**config.mk**
```make
export PLATFORM = sky130hd
export DESIGN_NAME = mc_control_fsm_flat
export DESIGN_NICKNAME = d
export VERILOG_FILES = /design/src/rtl/mc_control_if.sv /design/src/rtl/mc_control_fsm.sv /design/src/flat_wrapper.sv
export SDC_FILE = /design/constraint.sdc
export NUM_CORES = 1
export LEC_CHECK = 0
export ABC_AREA = 0
export CORE_MARGIN = 2
export CORE_UTILIZATION = 25
export DETAILED_ROUTE_END_ITERATION = 8
export GPL_TIMING_DRIVEN = 0
export SYNTH_ARGS = -nofsm -noshare
export SYNTH_HDL_FRONTEND = slang
export SYNTH_SLANG_ARGS = --single-unit
```
**constraint.sdc**
```tcl
create_clock -name clk -period 3.5 [get_ports clk]
set_input_delay 0.7 -clock clk [delete_from_list [all_inputs] [get_ports clk]]
set_output_delay 0.7 -clock clk [all_outputs]
set_load 0.01 [all_outputs]
```
**src/rtl/mc_control_if.sv**
```systemverilog
// Control-side bundle between the multicycle controller and its datapath/memory.
// The controller takes the master modport; the datapath side takes the slave modport.
interface mc_control_if #(
    parameter int RET_CNT_W = 32
);
    logic [5:0]           op;
    logic [5:0]           funct;
    logic                 mem_ready;
    logic                 trap_clr;
    logic                 mem_req;
    logic                 iord;
    logic                 mem_write;
    logic                 ir_write;
    logic                 pc_write;
    logic                 branch;
    logic                 branch_ne;
    logic                 reg_write;
    logic                 alu_src_a;
    logic [2:0]           alu_src_b;
    logic [3:0]           alu_control;
    logic [2:0]           pc_src;
    logic [2:0]           reg_dst;
    logic [2:0]           mem_to_reg;
    logic                 shift;
    logic                 jump_reg;
    logic                 trap;
    logic [4:0]           state_o;
    logic [RET_CNT_W-1:0] retired;

    modport master (
        input  op, funct, mem_ready, trap_clr,
        output mem_req, iord, mem_write, ir_write, pc_write, branch, branch_ne,
               reg_write, alu_src_a, alu_src_b, alu_control, pc_src, reg_dst,
               mem_to_reg, shift, jump_reg, trap, state_o, retired
    );

    modport slave (
        output op, funct, mem_ready, trap_clr,
        input  mem_req, iord, mem_write, ir_write, pc_write, branch, branch_ne,
               reg_write, alu_src_a, alu_src_b, alu_control, pc_src, reg_dst,
               mem_to_reg, shift, jump_reg, trap, state_o, retired
    );
endinterface

```
**src/rtl/mc_control_fsm.sv**
```systemverilog
// Multicycle MIPS control FSM with variable-latency memory handshake,
// wait-state timeout, illegal-instruction trap and retired-instruction counter.
//
// state   | meaning
// FETCH   | read instruction, IR/PC load on mem_ready
// DECODE  | register read, branch target precompute
// MEMADR  | load/store address compute
// MEMRD   | load data read, wait for mem_ready
// MEMWB   | load data to register file
// MEMWR   | store, wait for mem_ready
// EXEC_R  | R-type ALU op
// ALUWB   | R-type result to rd
// EXEC_I  | immediate ALU op
// IWB     | immediate result to rt
// BEQ/BNE | conditional PC update
// JUMP    | PC <- jump target
// JR      | PC <- A
// JAL     | PC <- jump target, $31 <- PC
// TRAP    | illegal instruction or memory timeout, wait for trap_clr
module mc_control_fsm #(
    parameter int MEM_TIMEOUT = 16,
    parameter bit TRAP_EN     = 1'b1,
    parameter int RET_CNT_W   = 32
) (
    input  logic         clk,
    input  logic         rst_n,
    mc_control_if.master bus
);
    localparam logic [5:0] OP_RTYPE = 6'h00, OP_J    = 6'h02, OP_JAL  = 6'h03;
    localparam logic [5:0] OP_BEQ   = 6'h04, OP_BNE  = 6'h05, OP_ADDI = 6'h08;
    localparam logic [5:0] OP_SLTI  = 6'h0A, OP_ANDI = 6'h0C, OP_ORI  = 6'h0D;
    localparam logic [5:0] OP_XORI  = 6'h0E, OP_LW   = 6'h23, OP_SW   = 6'h2B;

    localparam logic [5:0] F_SLL = 6'h00, F_SRL  = 6'h02, F_SRA  = 6'h03, F_JR  = 6'h08;
    localparam logic [5:0] F_ADD = 6'h20, F_ADDU = 6'h21, F_SUB  = 6'h22, F_SUBU = 6'h23;
    localparam logic [5:0] F_AND = 6'h24, F_OR   = 6'h25, F_XOR  = 6'h26, F_NOR  = 6'h27;
    localparam logic [5:0] F_SLT = 6'h2A, F_SLTU = 6'h2B;

    localparam logic [3:0] ALU_ADD = 4'd0, ALU_SUB  = 4'd1, ALU_AND = 4'd2, ALU_OR  = 4'd3;
    localparam logic [3:0] ALU_XOR = 4'd4, ALU_NOR  = 4'd5, ALU_SLT = 4'd6, ALU_SLTU = 4'd7;
    localparam logic [3:0] ALU_SLL = 4'd8, ALU_SRL  = 4'd9, ALU_SRA = 4'd10;

    localparam bit          TO_EN   = (MEM_TIMEOUT > 0);
    localparam logic [15:0] TO_LAST = TO_EN ? 16'(MEM_TIMEOUT - 1) : 16'd0;

    typedef enum logic [4:0] {
        S_FETCH  = 5'd0,  S_DECODE = 5'd1,  S_MEMADR = 5'd2,  S_MEMRD = 5'd3,
        S_MEMWB  = 5'd4,  S_MEMWR  = 5'd5,  S_EXEC_R = 5'd6,  S_ALUWB = 5'd7,
        S_EXEC_I = 5'd8,  S_IWB    = 5'd9,  S_BEQ    = 5'd10, S_BNE   = 5'd11,
        S_JUMP   = 5'd12, S_JR     = 5'd13, S_JAL    = 5'd14, S_TRAP  = 5'd15
    } state_t;

    state_t               state, state_next;
    logic [15:0]          wait_cnt;
    logic [RET_CNT_W-1:0] retired;
    logic                 wait_hit;

    logic       is_rtype, is_shift, is_jr, r_legal;
    logic [3:0] alu_r, alu_i;

    logic       mem_req_i, iord_i, mem_write_i, ir_write_i, pc_write_i;
    logic       branch_i, branch_ne_i, reg_write_i, alu_src_a_i, shift_i;
    logic       jump_reg_i, trap_i;
    logic [2:0] alu_src_b_i, pc_src_i, reg_dst_i, mem_to_reg_i;
    logic [3:0] alu_control_i;

    // The wait that would make the count reach MEM_TIMEOUT is the last one allowed.
    assign wait_hit = TO_EN && (wait_cnt == TO_LAST);

    always_comb begin
        is_rtype = (bus.op == OP_RTYPE);
        is_jr    = is_rtype && (bus.funct == F_JR);
        is_shift = is_rtype && (bus.funct == F_SLL || bus.funct == F_SRL || bus.funct == F_SRA);
        r_legal  = 1'b0;
        alu_r    = ALU_ADD;
        case (bus.funct)
            F_ADD, F_ADDU: begin alu_r = ALU_ADD;  r_legal = is_rtype; end
            F_SUB, F_SUBU: begin alu_r = ALU_SUB;  r_legal = is_rtype; end
            F_AND:         begin alu_r = ALU_AND;  r_legal = is_rtype; end
            F_OR:          begin alu_r = ALU_OR;   r_legal = is_rtype; end
            F_XOR:         begin alu_r = ALU_XOR;  r_legal = is_rtype; end
            F_NOR:         begin alu_r = ALU_NOR;  r_legal = is_rtype; end
            F_SLT:         begin alu_r = ALU_SLT;  r_legal = is_rtype; end
            F_SLTU:        begin alu_r = ALU_SLTU; r_legal = is_rtype; end
            F_SLL:         begin alu_r = ALU_SLL;  r_legal = is_rtype; end
            F_SRL:         begin alu_r = ALU_SRL;  r_legal = is_rtype; end
            F_SRA:         begin alu_r = ALU_SRA;  r_legal = is_rtype; end
            default:       begin alu_r = ALU_ADD;  r_legal = 1'b0;     end
        endcase
        case (bus.op)
            OP_ANDI: alu_i = ALU_AND;
            OP_ORI:  alu_i = ALU_OR;
            OP_XORI: alu_i = ALU_XOR;
            OP_SLTI: alu_i = ALU_SLT;
            default: alu_i = ALU_ADD;
        endcase
    end

    always_ff @(posedge clk or negedge rst_n) begin
        if (!rst_n) begin
            state    <= S_FETCH;
            wait_cnt <= 16'd0;
            retired  <= '0;
        end else begin
            state <= state_next;
            if (state_next != state)
                wait_cnt <= 16'd0;
            else if (mem_req_i && !bus.mem_ready && wait_cnt != 16'hFFFF)
                wait_cnt <= wait_cnt + 16'd1;
            if (state_next == S_FETCH && state != S_FETCH && state != S_TRAP)
                retired <= retired + RET_CNT_W'(1);
        end
    end

    always_comb begin
        state_next    = state;
        mem_req_i     = 1'b0;
        iord_i        = 1'b0;
        mem_write_i   = 1'b0;
        ir_write_i    = 1'b0;
        pc_write_i    = 1'b0;
        branch_i      = 1'b0;
        branch_ne_i   = 1'b0;
        reg_write_i   = 1'b0;
        alu_src_a_i   = 1'b0;
        alu_src_b_i   = 3'd1;
        alu_control_i = ALU_ADD;
        pc_src_i      = 3'd0;
        reg_dst_i     = 3'd1;
        mem_to_reg_i  = 3'd0;
        shift_i       = 1'b0;
        jump_reg_i    = 1'b0;
        trap_i        = 1'b0;
        case (state)
            S_FETCH: begin
                mem_req_i = 1'b1;
                if (bus.mem_ready) begin
                    ir_write_i = 1'b1;
                    pc_write_i = 1'b1;
                    state_next = S_DECODE;
                end else if (wait_hit) begin
                    state_next = S_TRAP;
                end
            end
            S_DECODE: begin
                alu_src_b_i = 3'd3;
                shift_i     = is_shift;
                if (is_jr)        state_next = S_JR;
                else if (r_legal) state_next = S_EXEC_R;
                else begin
                    case (bus.op)
                        OP_LW, OP_SW:                         state_next = S_MEMADR;
                        OP_ADDI, OP_ANDI, OP_ORI, OP_XORI,
                        OP_SLTI:                              state_next = S_EXEC_I;
                        OP_BEQ:                               state_next = S_BEQ;
                        OP_BNE:                               state_next = S_BNE;
                        OP_J:                                 state_next = S_JUMP;
                        OP_JAL:                               state_next = S_JAL;
                        default: state_next = TRAP_EN ? S_TRAP : S_FETCH;
                    endcase
                end
            end
            S_MEMADR: begin
                alu_src_a_i = 1'b1;
                alu_src_b_i = 3'd2;
                state_next  = (bus.op == OP_LW) ? S_MEMRD : S_MEMWR;
            end
            S_MEMRD: begin
                mem_req_i = 1'b1;
                iord_i    = 1'b1;
                if (bus.mem_ready) state_next = S_MEMWB;
                else if (wait_hit) state_next = S_TRAP;
            end
            S_MEMWR: begin
                mem_req_i   = 1'b1;
                iord_i      = 1'b1;
                mem_write_i = bus.mem_ready;
                if (bus.mem_ready) state_next = S_FETCH;
                else if (wait_hit) state_next = S_TRAP;
            end
            S_MEMWB: begin
                reg_write_i  = 1'b1;
                reg_dst_i    = 3'd0;
                mem_to_reg_i = 3'd1;
                state_next   = S_FETCH;
            end
            S_EXEC_R: begin
                alu_src_a_i   = 1'b1;
                alu_src_b_i   = is_shift ? 3'd4 : 3'd0;
                alu_control_i = alu_r;
                state_next    = S_ALUWB;
            end
            S_ALUWB: begin
                reg_write_i = 1'b1;
                state_next  = S_FETCH;
            end
            S_EXEC_I: begin
                alu_src_a_i   = 1'b1;
                alu_src_b_i   = 3'd2;
                alu_control_i = alu_i;
                state_next    = S_IWB;
            end
            S_IWB: begin
                reg_write_i = 1'b1;
                reg_dst_i   = 3'd0;
                state_next  = S_FETCH;
            end
            S_BEQ, S_BNE: begin
                alu_src_a_i   = 1'b1;
                alu_src_b_i   = 3'd0;
                alu_control_i = ALU_SUB;
                pc_src_i      = 3'd1;
                branch_i      = (state == S_BEQ);
                branch_ne_i   = (state == S_BNE);
                state_next    = S_FETCH;
            end
            S_JUMP: begin
                pc_write_i = 1'b1;
                pc_src_i   = 3'd2;
                state_next = S_FETCH;
            end
            S_JR: begin
                pc_write_i = 1'b1;
                jump_reg_i = 1'b1;
                state_next = S_FETCH;
            end
            S_JAL: begin
                pc_write_i   = 1'b1;
                pc_src_i     = 3'd2;
                reg_write_i  = 1'b1;
                reg_dst_i    = 3'd2;
                mem_to_reg_i = 3'd2;
                state_next   = S_FETCH;
            end
            S_TRAP: begin
                trap_i = 1'b1;
                if (bus.trap_clr) state_next = S_FETCH;
            end
            default: state_next = S_FETCH;
        endcase
    end

    // Strobes are gated by rst_n so nothing fires while reset holds the FSM in FETCH.
    assign bus.mem_req     = mem_req_i   & rst_n;
    assign bus.mem_write   = mem_write_i & rst_n;
    assign bus.ir_write    = ir_write_i  & rst_n;
    assign bus.pc_write    = pc_write_i  & rst_n;
    assign bus.reg_write   = reg_write_i & rst_n;
    assign bus.branch      = branch_i    & rst_n;
    assign bus.branch_ne   = branch_ne_i & rst_n;
    assign bus.iord        = iord_i;
    assign bus.alu_src_a   = alu_src_a_i;
    assign bus.alu_src_b   = alu_src_b_i;
    assign bus.alu_control = alu_control_i;
    assign bus.pc_src      = pc_src_i;
    assign bus.reg_dst     = reg_dst_i;
    assign bus.mem_to_reg  = mem_to_reg_i;
    assign bus.shift       = shift_i;
    assign bus.jump_reg    = jump_reg_i;
    assign bus.trap        = trap_i;
    assign bus.state_o     = state;
    assign bus.retired     = retired;
endmodule
```
**src/flat_wrapper.sv**
```systemverilog
// flat-port wrapper written by rule: the top's interface ports become plain ports
module mc_control_fsm_flat 
#(
    parameter int MEM_TIMEOUT = 16,
    parameter bit TRAP_EN     = 1'b1,
    parameter int RET_CNT_W   = 32
)
  (clk, rst_n, bus_op, bus_funct, bus_mem_ready, bus_trap_clr, bus_mem_req, bus_iord, bus_mem_write, bus_ir_write, bus_pc_write, bus_branch, bus_branch_ne, bus_reg_write, bus_alu_src_a, bus_alu_src_b, bus_alu_control, bus_pc_src, bus_reg_dst, bus_mem_to_reg, bus_shift, bus_jump_reg, bus_trap, bus_state_o, bus_retired);
  mc_control_if #(.RET_CNT_W(RET_CNT_W)) bus_i ();
  input  logic clk;
  input  logic rst_n;
  input wire logic [$bits(bus_i.op)-1:0] bus_op;
  input wire logic [$bits(bus_i.funct)-1:0] bus_funct;
  input wire logic [$bits(bus_i.mem_ready)-1:0] bus_mem_ready;
  input wire logic [$bits(bus_i.trap_clr)-1:0] bus_trap_clr;
  output wire logic [$bits(bus_i.mem_req)-1:0] bus_mem_req;
  output wire logic [$bits(bus_i.iord)-1:0] bus_iord;
  output wire logic [$bits(bus_i.mem_write)-1:0] bus_mem_write;
  output wire logic [$bits(bus_i.ir_write)-1:0] bus_ir_write;
  output wire logic [$bits(bus_i.pc_write)-1:0] bus_pc_write;
  output wire logic [$bits(bus_i.branch)-1:0] bus_branch;
  output wire logic [$bits(bus_i.branch_ne)-1:0] bus_branch_ne;
  output wire logic [$bits(bus_i.reg_write)-1:0] bus_reg_write;
  output wire logic [$bits(bus_i.alu_src_a)-1:0] bus_alu_src_a;
  output wire logic [$bits(bus_i.alu_src_b)-1:0] bus_alu_src_b;
  output wire logic [$bits(bus_i.alu_control)-1:0] bus_alu_control;
  output wire logic [$bits(bus_i.pc_src)-1:0] bus_pc_src;
  output wire logic [$bits(bus_i.reg_dst)-1:0] bus_reg_dst;
  output wire logic [$bits(bus_i.mem_to_reg)-1:0] bus_mem_to_reg;
  output wire logic [$bits(bus_i.shift)-1:0] bus_shift;
  output wire logic [$bits(bus_i.jump_reg)-1:0] bus_jump_reg;
  output wire logic [$bits(bus_i.trap)-1:0] bus_trap;
  output wire logic [$bits(bus_i.state_o)-1:0] bus_state_o;
  output wire logic [$bits(bus_i.retired)-1:0] bus_retired;
  assign bus_i.op = bus_op;
  assign bus_i.funct = bus_funct;
  assign bus_i.mem_ready = bus_mem_ready;
  assign bus_i.trap_clr = bus_trap_clr;
  assign bus_mem_req = bus_i.mem_req;
  assign bus_iord = bus_i.iord;
  assign bus_mem_write = bus_i.mem_write;
  assign bus_ir_write = bus_i.ir_write;
  assign bus_pc_write = bus_i.pc_write;
  assign bus_branch = bus_i.branch;
  assign bus_branch_ne = bus_i.branch_ne;
  assign bus_reg_write = bus_i.reg_write;
  assign bus_alu_src_a = bus_i.alu_src_a;
  assign bus_alu_src_b = bus_i.alu_src_b;
  assign bus_alu_control = bus_i.alu_control;
  assign bus_pc_src = bus_i.pc_src;
  assign bus_reg_dst = bus_i.reg_dst;
  assign bus_mem_to_reg = bus_i.mem_to_reg;
  assign bus_shift = bus_i.shift;
  assign bus_jump_reg = bus_i.jump_reg;
  assign bus_trap = bus_i.trap;
  assign bus_state_o = bus_i.state_o;
  assign bus_retired = bus_i.retired;
  mc_control_fsm #(.MEM_TIMEOUT(MEM_TIMEOUT), .TRAP_EN(TRAP_EN), .RET_CNT_W(RET_CNT_W)) u_core (.clk(clk), .rst_n(rst_n), .bus(bus_i));
endmodule
```
==> results of run 1 <==
-- metal layers --
metal	track usage, %	vias to the layer above	share of wire [%]
met4	2.66	0	0.92
met5	0	-	0
met1	18.7	1630	48
met3	2.87	8	5.5
met2	21.1	98	46
li1	-	1606	-
-- logic make-up (layout without fill, tap and decap cells) --
family	count (synthesis)	after routing	share of synthesized area, %
AOI/OAI and AO/OA	48	48	9.91
and+or+nand+nor	209	209	31.7
adders and majority gates	3	3	1.02
buffers and inverters	43	123	5.45
muxes	2	2	0.617
other	1	4	0.109
xor gates and xnor gates	50	50	12.7
DFF	53	53	38.5
-- cell type report --
type                       instances  share of cell area (%)
multi-input combinational        316                    43.7
clock inverter                     2                   0.823
tap                              176                    4.67
timing repair buffer              74                    15.9
inverter                          18                    1.43
sequential                        53                    28.2
buffer                            23                    2.52
clock buffer                       6                    2.74
-- sequential cells by signal, summed over array words and instances, names as in the netlist --
name	cells
u_core.bus.state_o	5
u_core.wait_cnt	16
u_core.bus.retired	32
-- worst max-delay path: cells and delay by family --
kind            cells  cell delay [ns]
buf+inv             2             1.12
compound gates      2             0.15
simple gates        3             0.73
-- placed cells by master, fill, tap and decap left out, types with 6 or more instances in the layout --
| cell type | Yosys | routed |
|---|---|---|
| xor2_1 | 41 | 41 |
| inv_1 | 18 | 18 |
| clkbuf_1 | 15 | 12 |
| and3_1 | 11 | 11 |
| clkdlybuf4s50_1 | 0 | 65 |
| nand2_1 | 40 | 40 |
| nor2b_1 | 6 | 6 |
| o21ai_0 | 9 | 9 |
| nor4_1 | 8 | 6 |
| nor2_1 | 50 | 49 |
| nor3_1 | 28 | 22 |
| nand4_1 | 14 | 14 |
| dfrtp_1 | 53 | 52 |
| xnor2_1 | 9 | 9 |
| a21oi_1 | 9 | 9 |
| nand3_1 | 22 | 22 |
-- repair_timing --
action	4_1_cts	5_1_grt
setup endpoints to repair	41	27
gates resized for setup	23	9
pin swaps	2	2
-- worst max-delay path by stage --
stage | slack (ns) | cells after the start | end | from
after global routing | 0.006 | 9 | u_core.wait_cnt[7] | bus_op[2]
after global placement | -1.44 | 4 | bus_pc_write | rst_n
final | 0.09 | 7 | bus_alu_control[3] | bus_funct[1]
after CTS | 0.0009 | 7 | bus_alu_control[0] | bus_funct[1]
after floorplan | 0.22 | 10 | u_core.bus.retired[19] | bus_op[3]
after detailed placement | -0.76 | 10 | u_core.bus.retired[17] | bus_op[0]
-- power groups by stage --
stage / Sequential, uW / Combinational, uW / Clock [uW]
floorplan: 775 / 710 / 0
global placement: 769 / 1150 / 0
detailed placement: 769 / 1160 / 0
CTS: 757 / 1240 / 574
global route: 782 / 1370 / 598
finish: 765 / 1240 / 562
-- metrics by stage --
step	setup TNS [ns]	area [um2]
finish	0	4710
global route	0	4710
CTS	0	4670
detailed placement	-20.81	4420
global placement	-36.47	4410
floorplan	0	3460
==> impl_metrics.csv, run 1 <==
group,metric,value,unit
critical_path,worst-setup-path-type,"in -> out",
clock_network,ctsLongestPathBuffers,2,
clock_network,numCtsBuffers,5,
critical_path,endpoint_kind,"output port",
drt,drc,0,
cells_and_area,syn2layout_area_growth,36.7,%
floorplanning,die_area,14700,um2
drt,wl,9.66,mm
global_routing,antenna_found_initial,0,
cells_and_area,nNetsFinal,509,
sta,rsz0062_at_grt,"no",
drt,drt_iter0_drc,219,
place,dp.cells,662,
drt,wl_per_cell,14.5,um
sta,finalSetupViolCount,0,
power,comb_power_share,48.4,%
sta,drv_slew,0,
critical_path,worst_path_max_delay_cell,"clkdlybuf4s50_1",
place,pre_cts_ws,-0.761,ns
sta,min_period,3.41,ns
cells_and_area,fillers,1370,
floorplanning,row_count,42,
yosys,synth.cell_area,3450,um2
cells_and_area,multi_input_area,2060,um2
critical_path,ff2ff_setup_slack,0.44,ns
critical_path,crit_path_max_fanout,6,
yosys,yosysMostFrequentCell,"dfrtp_1",
outcome,status,"completed",
power,p_seq_share,29.7,%
yosys,synthDistinctLibCells,56,
yosys,synth_seq_cells,53,
yosys,yosys_warnings,0,
clock_network,cts_max_level,2,
critical_path,arrival,2.71,ns
cells_and_area,fin_util,35.3,%
clock_network,cts.clk_slew.worst_paths,0.07,ns
critical_path,reg2reg_to,"u_core.bus.retired[28]",
place,gp_congestion,0.848,
drt,vias_per_cell,5.00,
global_routing,grt_pass1_wl,16.2,mm
cells_and_area,regArea,1330,um2
yosys,yosysTopAreaCellShare,38.5,%
sta,fin_skew,0.00970,ns
clock_network,cts_num_sinks,53,
sta,hold_ws,0.456,ns
floorplanning,fp.dieH,121,um
drt,antenna_left,0,
clock_network,cts-root-buf,"clkbuf_16",
sta,final-hold-violation-count,0,
critical_path,max_stage_delay,0.58,ns
cells_and_area,drive_gt1_share,9.15,%
sta,worst_pin_slew,0.700,ns
power,intPower,1490,uW
power,power_density,546,nW/um2
floorplanning,start_util,25.8,%
cells_and_area,antenna_cells,0,
power,total_power,2570,uW
critical_path,startpoint_type,"input pin",
clock_network,cts_setup_buffers,0,
hold_path,hp-class,"in -> async",
drt,vias,3342,
cells_and_area,instances_no_fill,668,
yosys,syn-mean-instance-area,8.42,um2
power,sw_frac_of_total,42.2,%
place,io_buffer_count,73,
clock_network,cts_hold_buf,0,
floorplanning,pin_count,81,
yosys,synthCells,409,
clock_network,clkLatencyLatePin,0.30,ns
yosys,netlist_top_cells_area,"dfrtp_1 38%, xor2_1 10%, nor2_1 5.4%, nand2_1 4.4%, nor3_1 4.1%",
floorplanning,chipWidth,121,um
critical_path,worstPathRequired,2.80,ns
power,clock_power_share,21.9,%
global_routing,gr-total-overflow,0,
yosys,synth.yosys.seq_area_share,38.5,%
yosys,synth_top_cell_by_area,"dfrtp_1",
critical_path,r2r-start,"u_core.bus.state_o[4]",
global_routing,grt_max_degree,31,
yosys,async_reset_ff_share,100,%
drt,first_pass_iters,7,
run,cap_violations,0,
floorplanning,core_area,13300,um2
power,peakVddDrop,0.000287,V
sta,fin_crit_sh,97.6,%
sta,slew_headroom,53.3,%
global_routing,grt_use_total,13.3,%
sta,fin_ws,0.0856,ns
sta,fmax,293,MHz
yosys,synth_common_cells,"53 x dfrtp_1, 50 x nor2_1, 41 x xor2_1, 40 x nand2_1, 28 x nor3_1",
power,switchingPower,1090,uW
critical_path,ff2ff_path_depth,8,
critical_path,worstPathCellList,"clkdlybuf4s50_1 -> a21oi_1 -> nor2_1 -> a21oi_1 -> or4_1 -> nor2_1 -> clkdlybuf4s50_1",
yosys,synth_ff_type,"dfrtp_1",
global_routing,grt_pass1_vias,3247,
power,leakagePower,0.00207,uW
clock_network,cts_tree,"yes",
place,dp_hpwl,7.22,mm
yosys,synth_edf_count,0,
(Power assumes the default switching activity.)
==> run 2: changes to the inputs <==
- ABC_CLOCK_PERIOD_IN_PS: unset -> 3500
==> results of run 2 <==
Final layout, timing and power as in run 1 (identical DEF).
